`config.mk`:
```
export PLATFORM = sky130hd
export DESIGN_NAME = lsu
export DESIGN_NICKNAME = d
export VERILOG_FILES = /design/src/rtl/lsu_pkg.sv /design/src/rtl/lsu_align.sv /design/src/rtl/lsu.sv
export SDC_FILE = /design/constraint.sdc
export NUM_CORES = 1
export LEC_CHECK = 0
export BUFFER_PORTS_ARGS = -buffer_cell sky130_fd_sc_hd__buf_2
export CORE_ASPECT_RATIO = 0.9
export CORE_MARGIN = 2
export CORE_UTILIZATION = 31
export CTS_BUF_LIST = sky130_fd_sc_hd__clkbuf_2 sky130_fd_sc_hd__clkbuf_4 sky130_fd_sc_hd__clkbuf_8
export CTS_CLUSTER_DIAMETER = 100
export DETAILED_ROUTE_END_ITERATION = 10
export PLACE_DENSITY_LB_ADDON = 0.2
export SLEW_MARGIN = 15
export SYNTH_ARGS = -nofsm -noshare
export SYNTH_HDL_FRONTEND = slang
export SYNTH_HIERARCHICAL = 1
export SYNTH_SLANG_ARGS = --single-unit
```
`constraint.sdc`:
```
create_clock -name clk -period 6.4 [get_ports clk]
set_input_delay 0.64 -clock clk [delete_from_list [all_inputs] [get_ports clk]]
set_output_delay 0.64 -clock clk [all_outputs]
set_load 0.05 [all_outputs]
```
`src/rtl/lsu_pkg.sv`:
```
// Shared definitions for the load/store unit: load/store funct3 codes, the
// idle control code, access sizes, FSM states and small decode helpers.
package lsu_pkg;

    // Load funct3 codes as produced by the decoder on readcontrol.
    localparam logic [2:0] LB  = 3'd0;
    localparam logic [2:0] LH  = 3'd1;
    localparam logic [2:0] LW  = 3'd2;
    localparam logic [2:0] LBU = 3'd4;
    localparam logic [2:0] LHU = 3'd5;

    // Store funct3 codes as produced by the decoder on writecontrol.
    localparam logic [2:0] SB  = 3'd0;
    localparam logic [2:0] SH  = 3'd1;
    localparam logic [2:0] SW  = 3'd2;

    // Control code meaning "no access this instruction".
    localparam logic [2:0] CTRL_NONE = 3'd7;

    // Access size, taken from funct3[1:0].
    typedef enum logic [1:0] {
        SZ_BYTE = 2'd0,
        SZ_HALF = 2'd1,
        SZ_WORD = 2'd2
    } size_e;

    typedef enum logic [1:0] {
        S_IDLE = 2'd0,
        S_ACC1 = 2'd1,
        S_ACC2 = 2'd2,
        S_DONE = 2'd3
    } state_e;

    function automatic logic load_legal(input logic [2:0] f3);
        return f3 inside {LB, LH, LW, LBU, LHU};
    endfunction

    function automatic logic store_legal(input logic [2:0] f3);
        return f3 inside {SB, SH, SW};
    endfunction

    // True when the byte offset is not a multiple of the access size.
    function automatic logic is_misaligned(input logic [1:0] size, input logic [1:0] off);
        return ((size == SZ_HALF) && off[0]) || ((size == SZ_WORD) && (off != 2'd0));
    endfunction

endpackage

```
`src/rtl/lsu_align.sv`:
```
// Combinational byte-lane logic for the load/store unit: byte-enable
// generation and store-data shifting across up to two words, plus load
// byte assembly and sign/zero extension.
module lsu_align
    import lsu_pkg::*;
(
    input  logic [1:0]  size,
    input  logic        is_unsigned,
    input  logic [1:0]  off,
    input  logic [31:0] st_data,
    input  logic [31:0] ld_lo,
    input  logic [31:0] ld_hi,
    output logic [3:0]  be_lo,
    output logic [3:0]  be_hi,
    output logic [31:0] wdata_lo,
    output logic [31:0] wdata_hi,
    output logic [31:0] ld_result,
    output logic        crosses
);

    logic [7:0]  mask;
    logic [7:0]  be_wide;
    logic [63:0] st_wide;
    logic [63:0] ld_wide;
    logic [31:0] ld_raw;

    // Spread the access over an 8-lane window: lanes 0-3 are the first word, 4-7 the next.
    always_comb begin
        // NOTE: every combinational output gets a default first so no path can infer a latch.
        mask = 8'h0F;
        case (size)
            SZ_BYTE: mask = 8'h01;
            SZ_HALF: mask = 8'h03;
            default: mask = 8'h0F;
        endcase

        be_wide  = mask << off;
        st_wide  = {32'd0, st_data} << {off, 3'b000};
        be_lo    = be_wide[3:0];
        be_hi    = be_wide[7:4];
        wdata_lo = st_wide[31:0];
        wdata_hi = st_wide[63:32];
        crosses  = |be_wide[7:4];

        ld_wide  = {ld_hi, ld_lo} >> {off, 3'b000};
        ld_raw   = ld_wide[31:0];
        case (size)
            SZ_BYTE: ld_result = is_unsigned ? {24'd0, ld_raw[7:0]}
                                             : {{24{ld_raw[7]}}, ld_raw[7:0]};
            SZ_HALF: ld_result = is_unsigned ? {16'd0, ld_raw[15:0]}
                                             : {{16{ld_raw[15]}}, ld_raw[15:0]};
            default: ld_result = ld_raw;
        endcase
    end

endmodule

```
`src/rtl/lsu.sv`:
```
// Load/store unit between the RV32I core and a word-wide req/ack data
// memory. Latches one load or store, runs one or two word transactions and
// stalls the core with busy until the one-cycle done pulse.
// Optional feature macro: LSU_MISALIGN_EN -- when defined, accesses crossing
// a word boundary are split into two transactions; otherwise any misaligned
// access completes immediately with fault and no memory access.
module lsu
    import lsu_pkg::*;
#(
    parameter int ADDR_W = 32
) (
    input  logic              clk,
    input  logic              rst,
    input  logic [2:0]        readcontrol,
    input  logic [2:0]        writecontrol,
    input  logic [ADDR_W-1:0] addr,
    input  logic [31:0]       wdata,
    output logic [31:0]       rdata,
    output logic              busy,
    output logic              done,
    output logic              fault,
    output logic              mem_req,
    output logic              mem_we,
    output logic [ADDR_W-1:0] mem_addr,
    output logic [31:0]       mem_wdata,
    output logic [3:0]        mem_be,
    input  logic              mem_ack,
    input  logic [31:0]       mem_rdata
);

`ifdef LSU_MISALIGN_EN
    localparam logic MISALIGN_EN = 1'b1;
`else
    localparam logic MISALIGN_EN = 1'b0;
`endif

    state_e            state_q, state_d;
    logic              is_store_q, is_store_d;
    logic [1:0]        size_q, size_d;
    logic              uns_q, uns_d;
    logic [ADDR_W-1:0] addr_q, addr_d;
    logic [31:0]       wdata_q, wdata_d;
    logic              fault_q, fault_d;
    logic [31:0]       word0_q, word0_d;
    logic [31:0]       rdata_q, rdata_d;

    logic              rd_active, wr_active, issue;
    logic [2:0]        sel_f3;
    logic              sel_illegal, sel_misaligned;
    logic [ADDR_W-1:0] word_addr;
    logic [31:0]       ld_lo, ld_hi, ld_result, wdata_lo, wdata_hi;
    logic [3:0]        be_lo, be_hi;
    logic              crosses;

    assign rd_active = (readcontrol != CTRL_NONE);
    assign wr_active = (writecontrol != CTRL_NONE);
    assign issue     = rd_active || wr_active;
    // A store wins when both codes are active.
    assign sel_f3    = wr_active ? writecontrol : readcontrol;
    assign sel_illegal    = wr_active ? !store_legal(writecontrol) : !load_legal(readcontrol);
    assign sel_misaligned = !MISALIGN_EN && is_misaligned(sel_f3[1:0], addr[1:0]);

    assign word_addr = {addr_q[ADDR_W-1:2], 2'b00};
    // The second word's lanes sit above the first word's in the alignment window.
    assign ld_lo = (state_q == S_ACC2) ? word0_q : mem_rdata;
    assign ld_hi = (state_q == S_ACC2) ? mem_rdata : 32'd0;

    lsu_align u_align (
        .size        (size_q),
        .is_unsigned (uns_q),
        .off         (addr_q[1:0]),
        .st_data     (wdata_q),
        .ld_lo       (ld_lo),
        .ld_hi       (ld_hi),
        .be_lo       (be_lo),
        .be_hi       (be_hi),
        .wdata_lo    (wdata_lo),
        .wdata_hi    (wdata_hi),
        .ld_result   (ld_result),
        .crosses     (crosses)
    );

    // Next-state logic: latch the instruction on issue, advance on mem_ack.
    always_comb begin
        state_d    = state_q;
        is_store_d = is_store_q;
        size_d     = size_q;
        uns_d      = uns_q;
        addr_d     = addr_q;
        wdata_d    = wdata_q;
        fault_d    = fault_q;
        word0_d    = word0_q;
        rdata_d    = rdata_q;

        case (state_q)
            S_IDLE: begin
                if (issue) begin
                    is_store_d = wr_active;
                    size_d     = sel_f3[1:0];
                    uns_d      = sel_f3[2];
                    addr_d     = addr;
                    wdata_d    = wdata;
                    fault_d    = (rd_active && wr_active) || sel_illegal || sel_misaligned;
                    state_d    = (sel_illegal || sel_misaligned) ? S_DONE : S_ACC1;
                end
            end
            S_ACC1: begin
                if (mem_ack) begin
                    if (MISALIGN_EN && crosses) begin
                        word0_d = mem_rdata;
                        state_d = S_ACC2;
                    end else begin
                        state_d = S_DONE;
                        if (!is_store_q) rdata_d = ld_result;
                    end
                end
            end
            S_ACC2: begin
                if (mem_ack) begin
                    state_d = S_DONE;
                    if (!is_store_q) rdata_d = ld_result;
                end
            end
            default: state_d = S_IDLE;
        endcase
    end

    // State and data registers with synchronous reset.
    always_ff @(posedge clk) begin
        // NOTE: sequential state uses non-blocking assignments so every flop samples pre-edge values.
        if (rst) begin
            state_q    <= S_IDLE;
            is_store_q <= 1'b0;
            size_q     <= 2'd0;
            uns_q      <= 1'b0;
            addr_q     <= '0;
            wdata_q    <= 32'd0;
            fault_q    <= 1'b0;
            word0_q    <= 32'd0;
            rdata_q    <= 32'd0;
        end else begin
            state_q    <= state_d;
            is_store_q <= is_store_d;
            size_q     <= size_d;
            uns_q      <= uns_d;
            addr_q     <= addr_d;
            wdata_q    <= wdata_d;
            fault_q    <= fault_d;
            word0_q    <= word0_d;
            rdata_q    <= rdata_d;
        end
    end

    // Core-side handshake and memory port, all derived from the registered state.
    always_comb begin
        mem_req   = (state_q == S_ACC1) || (state_q == S_ACC2);
        mem_we    = mem_req && is_store_q;
        mem_addr  = '0;
        mem_be    = 4'd0;
        mem_wdata = 32'd0;
        if (state_q == S_ACC1) begin
            mem_addr  = word_addr;
            mem_be    = be_lo;
            mem_wdata = is_store_q ? wdata_lo : 32'd0;
        end else if (state_q == S_ACC2) begin
            mem_addr  = word_addr + ADDR_W'(4);
            mem_be    = be_hi;
            mem_wdata = is_store_q ? wdata_hi : 32'd0;
        end
        busy  = ((state_q == S_IDLE) && issue) || mem_req;
        done  = (state_q == S_DONE);
        fault = done && fault_q;
        rdata = rdata_q;
    end

endmodule

```
==> results of run 1 <==
sequential cells by signal, summed over array words and instances (netlist names):
register,flops
rdata,32
is_store_q,1
wdata_q,32
size_q,2
uns_q,1
fault_q,1
addr_q,32
state_q,2
worst min-delay path by stage:
stage | start | end | depth (start not counted)
4_1_cts | addr[18] | addr_q[18]$_SDFFE_PP0P_ | 3
5_1_grt | wdata[23] | wdata_q[23]$_SDFFE_PP0P_ | 3
3_3_place_gp | rdata[18]$_SDFFE_PP0P_ | rdata[18]$_SDFFE_PP0P_ | 2
3_5_place_dp | rdata[4]$_SDFFE_PP0P_ | rdata[4]$_SDFFE_PP0P_ | 2
2_1_floorplan | size_q[1]$_SDFFE_PP0P_ | size_q[1]$_SDFFE_PP0P_ | 2
6_report | rdata[10]$_SDFFE_PP0P_ | rdata[10]$_SDFFE_PP0P_ | 2
metrics by stage:
stage	instance area [um2]	worst slack [ns]	utilization (%)	power (mW)
floorplan	7400	3.04	-	2.21
global placement	8460	3.05	36.2	2.61
detailed placement	8460	2.95	36.2	2.62
CTS	8670	2.50	37.2	3.09
global route	8670	2.27	37.2	3.28
finish	8680	2.53	37.2	3.05
cell usage in the layout (no fill, tap or decap), types with 11 or more instances in the layout:
master    instances
nor2_1           44
a22oi_1          33
nor2b_1          66
mux2i_1          48
conb_1           11
and2_1           36
clkbuf_8         11
a21oi_1         121
mux4_2           19
nand3_1          11
dfxtp_1         100
buf_2           206
nand2_1         265
and3_1           13
o21ai_0          34
cell type report:
class | instances | area, um2 | area share [%]
clock inverters | 5 | 63.8 | 0.735
inverters | 6 | 22.5 | 0.259
repair buffers | 216 | 1110 | 12.7
diodes | 3 | 7.51 | 0.0865
flip-flops and latches | 103 | 2070 | 23.8
multi-input cells | 818 | 4880 | 56.3
clock buffers | 11 | 151 | 1.74
well taps | 302 | 378 | 4.35
power by group through the flow:
stage,sequential (mW),combinational (mW),clock (mW)
after floorplan,1.02,1.19,0
after global placement,0.949,1.66,0
after detailed placement,0.954,1.67,0
after CTS,0.938,1.67,0.477
after global routing,0.965,1.82,0.497
final,0.938,1.66,0.459
worst max-delay path, delay by kind of cell, from the launching register on:
| family | cells | cell delay (ns) |
|---|---|---|
| and+or+nand+nor | 3 | 1.39 |
| adders and majority gates | 1 | 0.46 |
| DFF | 1 | 0.42 |
| buffers and inverters | 2 | 0.38 |
| AOI/OAI and AO/OA | 1 | 0.19 |
per-layer routing:
layer	global-route usage, %	share of wire (%)	up-vias
met5	0	0	-
met4	4.57	1.2	0
met3	3.08	4.6	18
met2	30.4	46	178
met1	26.5	48	3453
li1	-	-	3752
==> run_results.csv, run 1 <==
group,metric,value,unit
placement,place_congestion,0.820,
critical_path,rrSetupSlack,3.50,ns
global_route,grt_max_degree,82,
critical_path,path_max_fanout,46,
synth,syn_area,7370,um2
placement,dp.cells,1445,
sta,fin_crit,3.87,ns
power,power_switching_share,51.0,%
critical_path,r2r-end,"rdata[30]$_SDFFE_PP0P_",
outcome,outcome,"finished clean",
global_route,antenna_found_initial,1,
global_route,grt_pass1_wl,37800,um
floorplan,num_rows,53,
power,p_switching,1.56,mW
sta,holdWs,0.459,ns
clock_network,cts_buffers,9,
floorplan,die_h,150,um
power,power_per_cell_area,352,nW/um2
synth,synth_cells,1019,
sta,finalMaxSlewViolations,0,
worst_hold_path,hold_path_class,"reg2reg",
power,combinationalPowerShare,54.3,%
clock_network,ctsResizeCount,0,
global_route,grt_pass1_vias,6853,
sta,fin_tns_setup,0,ns
power,power.internal,1.50,mW
sta,worstMarginPinSlew,0.945,ns
floorplan,initial_core_util,31.6,%
clock_network,cts_hold_buf,0,
critical_path,rr_worst_depth,9,
critical_path,path_cells,"inv_1 -> ha_2 -> and4b_1 -> nand3_1 -> or4_1 -> a21oi_1 -> buf_2",
clock_network,clock-sinks,103,
critical_path,startpoint_type,"flip-flop",
synth,avgSynthCellArea,7.23,um2
sta,setup_viol,0,
sta,fmax,259,MHz
detailed_routing,drt_iter0_markers,488,
critical_path,slowest_delay,0.56,ns
detailed_routing,vias_per_cell,5.06,
floorplan,dieArea,25000,um2
critical_path,startpoint,"state_q[1]$_SDFFE_PP0P_",
power,p_clk_share,15.0,%
clock_network,cts_tree,"built",
detailed_routing,postRouteAntennaNets,0,
sta,rsz0062_at_grt,"false",
job,cap_violations,0,
clock_network,clk_pin_slew_worst_paths,0.12,ns
critical_path,cp-endpoint,"mem_addr[31]",
cells_and_area,fillers,2537,
synth,yosys_warnings,6,
critical_path,critPathKind,"reg2out",
sta,fin_crit_sh,60.4,%
clock_network,cts_setup_buffers,0,
clock_network,clk_latency,0.39,ns
power,leakagePower,3.56,nW
sta,finalHoldViolCount,0,
sta,worst_clock_skew,0.0216,ns
clock_network,cts_buffer_depth,2,
power,pwr-share-seq,30.7,%
placement,hpwlAfterDp,17400,um
global_route,grt_usage,18.9,%
sta,max_slew_margin,37.0,%
detailed_routing,totalWireLength,24300,um
global_route,overflow,0,
detailed_routing,drcViolationCount,0,
floorplan,coreArea,23300,um2
cells_and_area,nNetsFinal,1265,
detailed_routing,avgRoutedWirePerCell,16.6,um
floorplan,fp.dieW,167,um
critical_path,r2r_start,"state_q[0]$_SDFFE_PP0P_",
power,ir_drop,193,uV
detailed_routing,vias,7401,
critical_path,critPathRequiredTime,5.76,ns
cells_and_area,syn2layout_area_growth,17.8,%
clock_network,htreeDepth,3,
critical_path,worstPathArrival,3.23,ns
critical_path,end_kind,"output pin",
clock_network,cts-root-buf,"clkbuf_8",
cells_and_area,fin_cells,1464,
detailed_routing,drt_first_pass_iters,5,
critical_path,critPathSlowestCell,"or4_1",
cells_and_area,layout-drive-gt1-share,23.7,%
placement,numPortBuffers,207,
floorplan,ioPinCount,210,
Note: power is estimated with default switching activity, not from simulation.
==> inputs of run 2 (changes only) <==
clock period = 3.65 ns   (was 6.4 ns; I/O delays follow)
==> run 2 against run 1 <==
Clock skew shrank 0.0080 ns. Total power grew 74%. Clock power grew 56%. Register-to-register slack lost 2.4 ns. Final cell count grew 0.34%. Largest cell class unchanged. Highest routed layer unchanged.
==> run_results.csv, run 2 (synthesized netlist as in run 1, its figures left out) <==
group,metric,value,unit
outcome,outcome,"finished clean",
clock_network,clock-sinks,103,
floorplan,dieArea,25000,um2
floorplan,num_rows,53,
sta,fin_crit,3.23,ns
cells_and_area,fin_cells,1469,
floorplan,ioPinCount,210,
clock_network,ctsResizeCount,0,
sta,finalHoldViolCount,0,
clock_network,cts_setup_buffers,0,
detailed_routing,drt_iter0_markers,382,
power,combinationalPowerShare,55.3,%
cells_and_area,layout-drive-gt1-share,24.1,%
floorplan,die_h,150,um
sta,finalMaxSlewViolations,0,
critical_path,path_max_fanout,10,
power,power_per_cell_area,611,nW/um2
floorplan,coreArea,23300,um2
detailed_routing,vias_per_cell,5.10,
power,p_switching,2.76,mW
sta,rsz0062_at_grt,"false",
critical_path,critPathSlowestCell,"or4_1",
detailed_routing,vias,7485,
detailed_routing,drcViolationCount,0,
cells_and_area,final_common_cell,"nand2_1",
global_route,grt_pass1_wl,38000,um
critical_path,worstPathArrival,2.86,ns
global_route,grt_pass1_vias,7027,
sta,fin_crit_sh,88.5,%
critical_path,path_cells,"inv_1 -> ha_2 -> and4b_1 -> nand3_1 -> or4_1 -> a21oi_1 -> buf_2",
global_route,grt_max_degree,77,
critical_path,slowest_delay,0.56,ns
sta,holdWs,0.200,ns
clock_network,cts-root-buf,"clkbuf_8",
worst_hold_path,hold_path_class,"in2reg",
placement,place_congestion,0.802,
global_route,overflow,0,
sta,worstMarginPinSlew,0.865,ns
critical_path,startpoint_type,"flip-flop",
critical_path,end_kind,"output pin",
power,power.internal,2.55,mW
job,cap_violations,0,
cells_and_area,nNetsFinal,1270,
sta,max_slew_margin,42.3,%
clock_network,htreeDepth,3,
sta,worst_clock_skew,0.0135,ns
floorplan,fp.dieW,167,um
clock_network,clk_latency,0.39,ns
detailed_routing,totalWireLength,24500,um
clock_network,clk_pin_slew_worst_paths,0.12,ns
cells_and_area,syn2layout_area_growth,18.0,%
power,p_clk_share,13.5,%
power,ir_drop,360,uV
clock_network,cts_buffers,9,
placement,numPortBuffers,207,
sta,fmax,310,MHz
critical_path,critPathRequiredTime,3.28,ns
floorplan,initial_core_util,31.6,%
placement,dp.cells,1450,
global_route,antenna_found_initial,1,
cells_and_area,fillers,2569,
power,leakagePower,3.57,nW
clock_network,cts_buffer_depth,2,
global_route,grt_usage,19.0,%
detailed_routing,postRouteAntennaNets,0,
placement,hpwlAfterDp,17700,um
critical_path,critPathKind,"reg2out",
detailed_routing,avgRoutedWirePerCell,16.6,um
power,pwr-share-seq,31.2,%
sta,fin_tns_setup,0,ns
power,power_switching_share,52.0,%
clock_network,cts_hold_buf,0,
clock_network,cts_tree,"built",
sta,setup_viol,0,
detailed_routing,drt_first_pass_iters,4,
cells_and_area,final_cell_mix,"nand2_1 (265), buf_2 (206), a21oi_1 (121), dfxtp_1 (100), nor2b_1 (66)",
==> run 2: changes by cell type in the layout (fill, tap and decap cells not counted), moves of 2 or more <==
cell and delta:
clkinv_2 +2, clkinv_4 -2, buf_4 +4, clkbuf_8 -2
==> run 2: metal layers <==
layer  wire [um]  global-route usage [%]  part of all wire [%]  vias up
li1            -                       -                     -     3762
met1       12000                    26.5                    49     3499
met2       11000                    30.3                    45      196
met3        1010                    3.18                   4.1       28
met4         469                    5.30                   1.9        0
met5           0                       0                     0        -
==> run 2: worst paths after layout <==
kind	cells past startpoint	slack, ns	end	startpoint
min reg2reg	2	0.46	rdata[12]$_SDFFE_PP0P_	rdata[12]$_SDFFE_PP0P_
min	3	0.20	wdata_q[18]$_SDFFE_PP0P_	wdata[18]
max	7	0.42	mem_addr[31]	state_q[1]$_SDFFE_PP0P_
max reg2reg	9	1.13	rdata[26]$_SDFFE_PP0P_	state_q[0]$_SDFFE_PP0P_
==> run 2: power groups by stage <==
stage | Sequential (mW) | Clock, mW | Combinational [mW]
final | 1.66 | 0.716 | 2.94
after detailed placement | 1.68 | 0 | 2.95
after floorplan | 1.78 | 0 | 2.09
after global placement | 1.68 | 0 | 2.93
after CTS | 1.66 | 0.743 | 2.96
after global routing | 1.71 | 0.784 | 3.21
==> run 2: final cells by class <==
class | instances | area [um2] | share of cell area [%]
Antenna cell | 3 | 7.51 | 0.0863
Clock buffer | 9 | 124 | 1.42
Clock inverter | 7 | 53.8 | 0.619
Inverter | 6 | 22.5 | 0.259
Multi-Input combinational cell | 818 | 4880 | 56.2
Sequential cell | 103 | 2070 | 23.8
Tap cell | 302 | 378 | 4.35
Timing Repair Buffer | 221 | 1160 | 13.3
==> run 2: worst max-delay path: cells and delay by family, from the launching register on <==
kind,cells,cell delay (ns)
AND/OR/NAND/NOR,3,1.31
AO/OA/AOI/OAI,1,0.18
flip-flops,1,0.42
adder cells (fa/ha/maj),1,0.20
buffers and inverters,2,0.38
==> run 2: stage by stage <==
stage               power, mW  setup slack [ns]  utilization [%]  instance area (um2)
floorplan                3.87             0.561                -                 7400
global placement         4.61             0.920             36.4                 8510
detailed placement       4.63             0.873             36.4                 8510
CTS                      5.36             0.433             37.2                 8690
global route             5.70             0.265             37.2                 8690
finish                   5.31             0.421             37.2                 8690
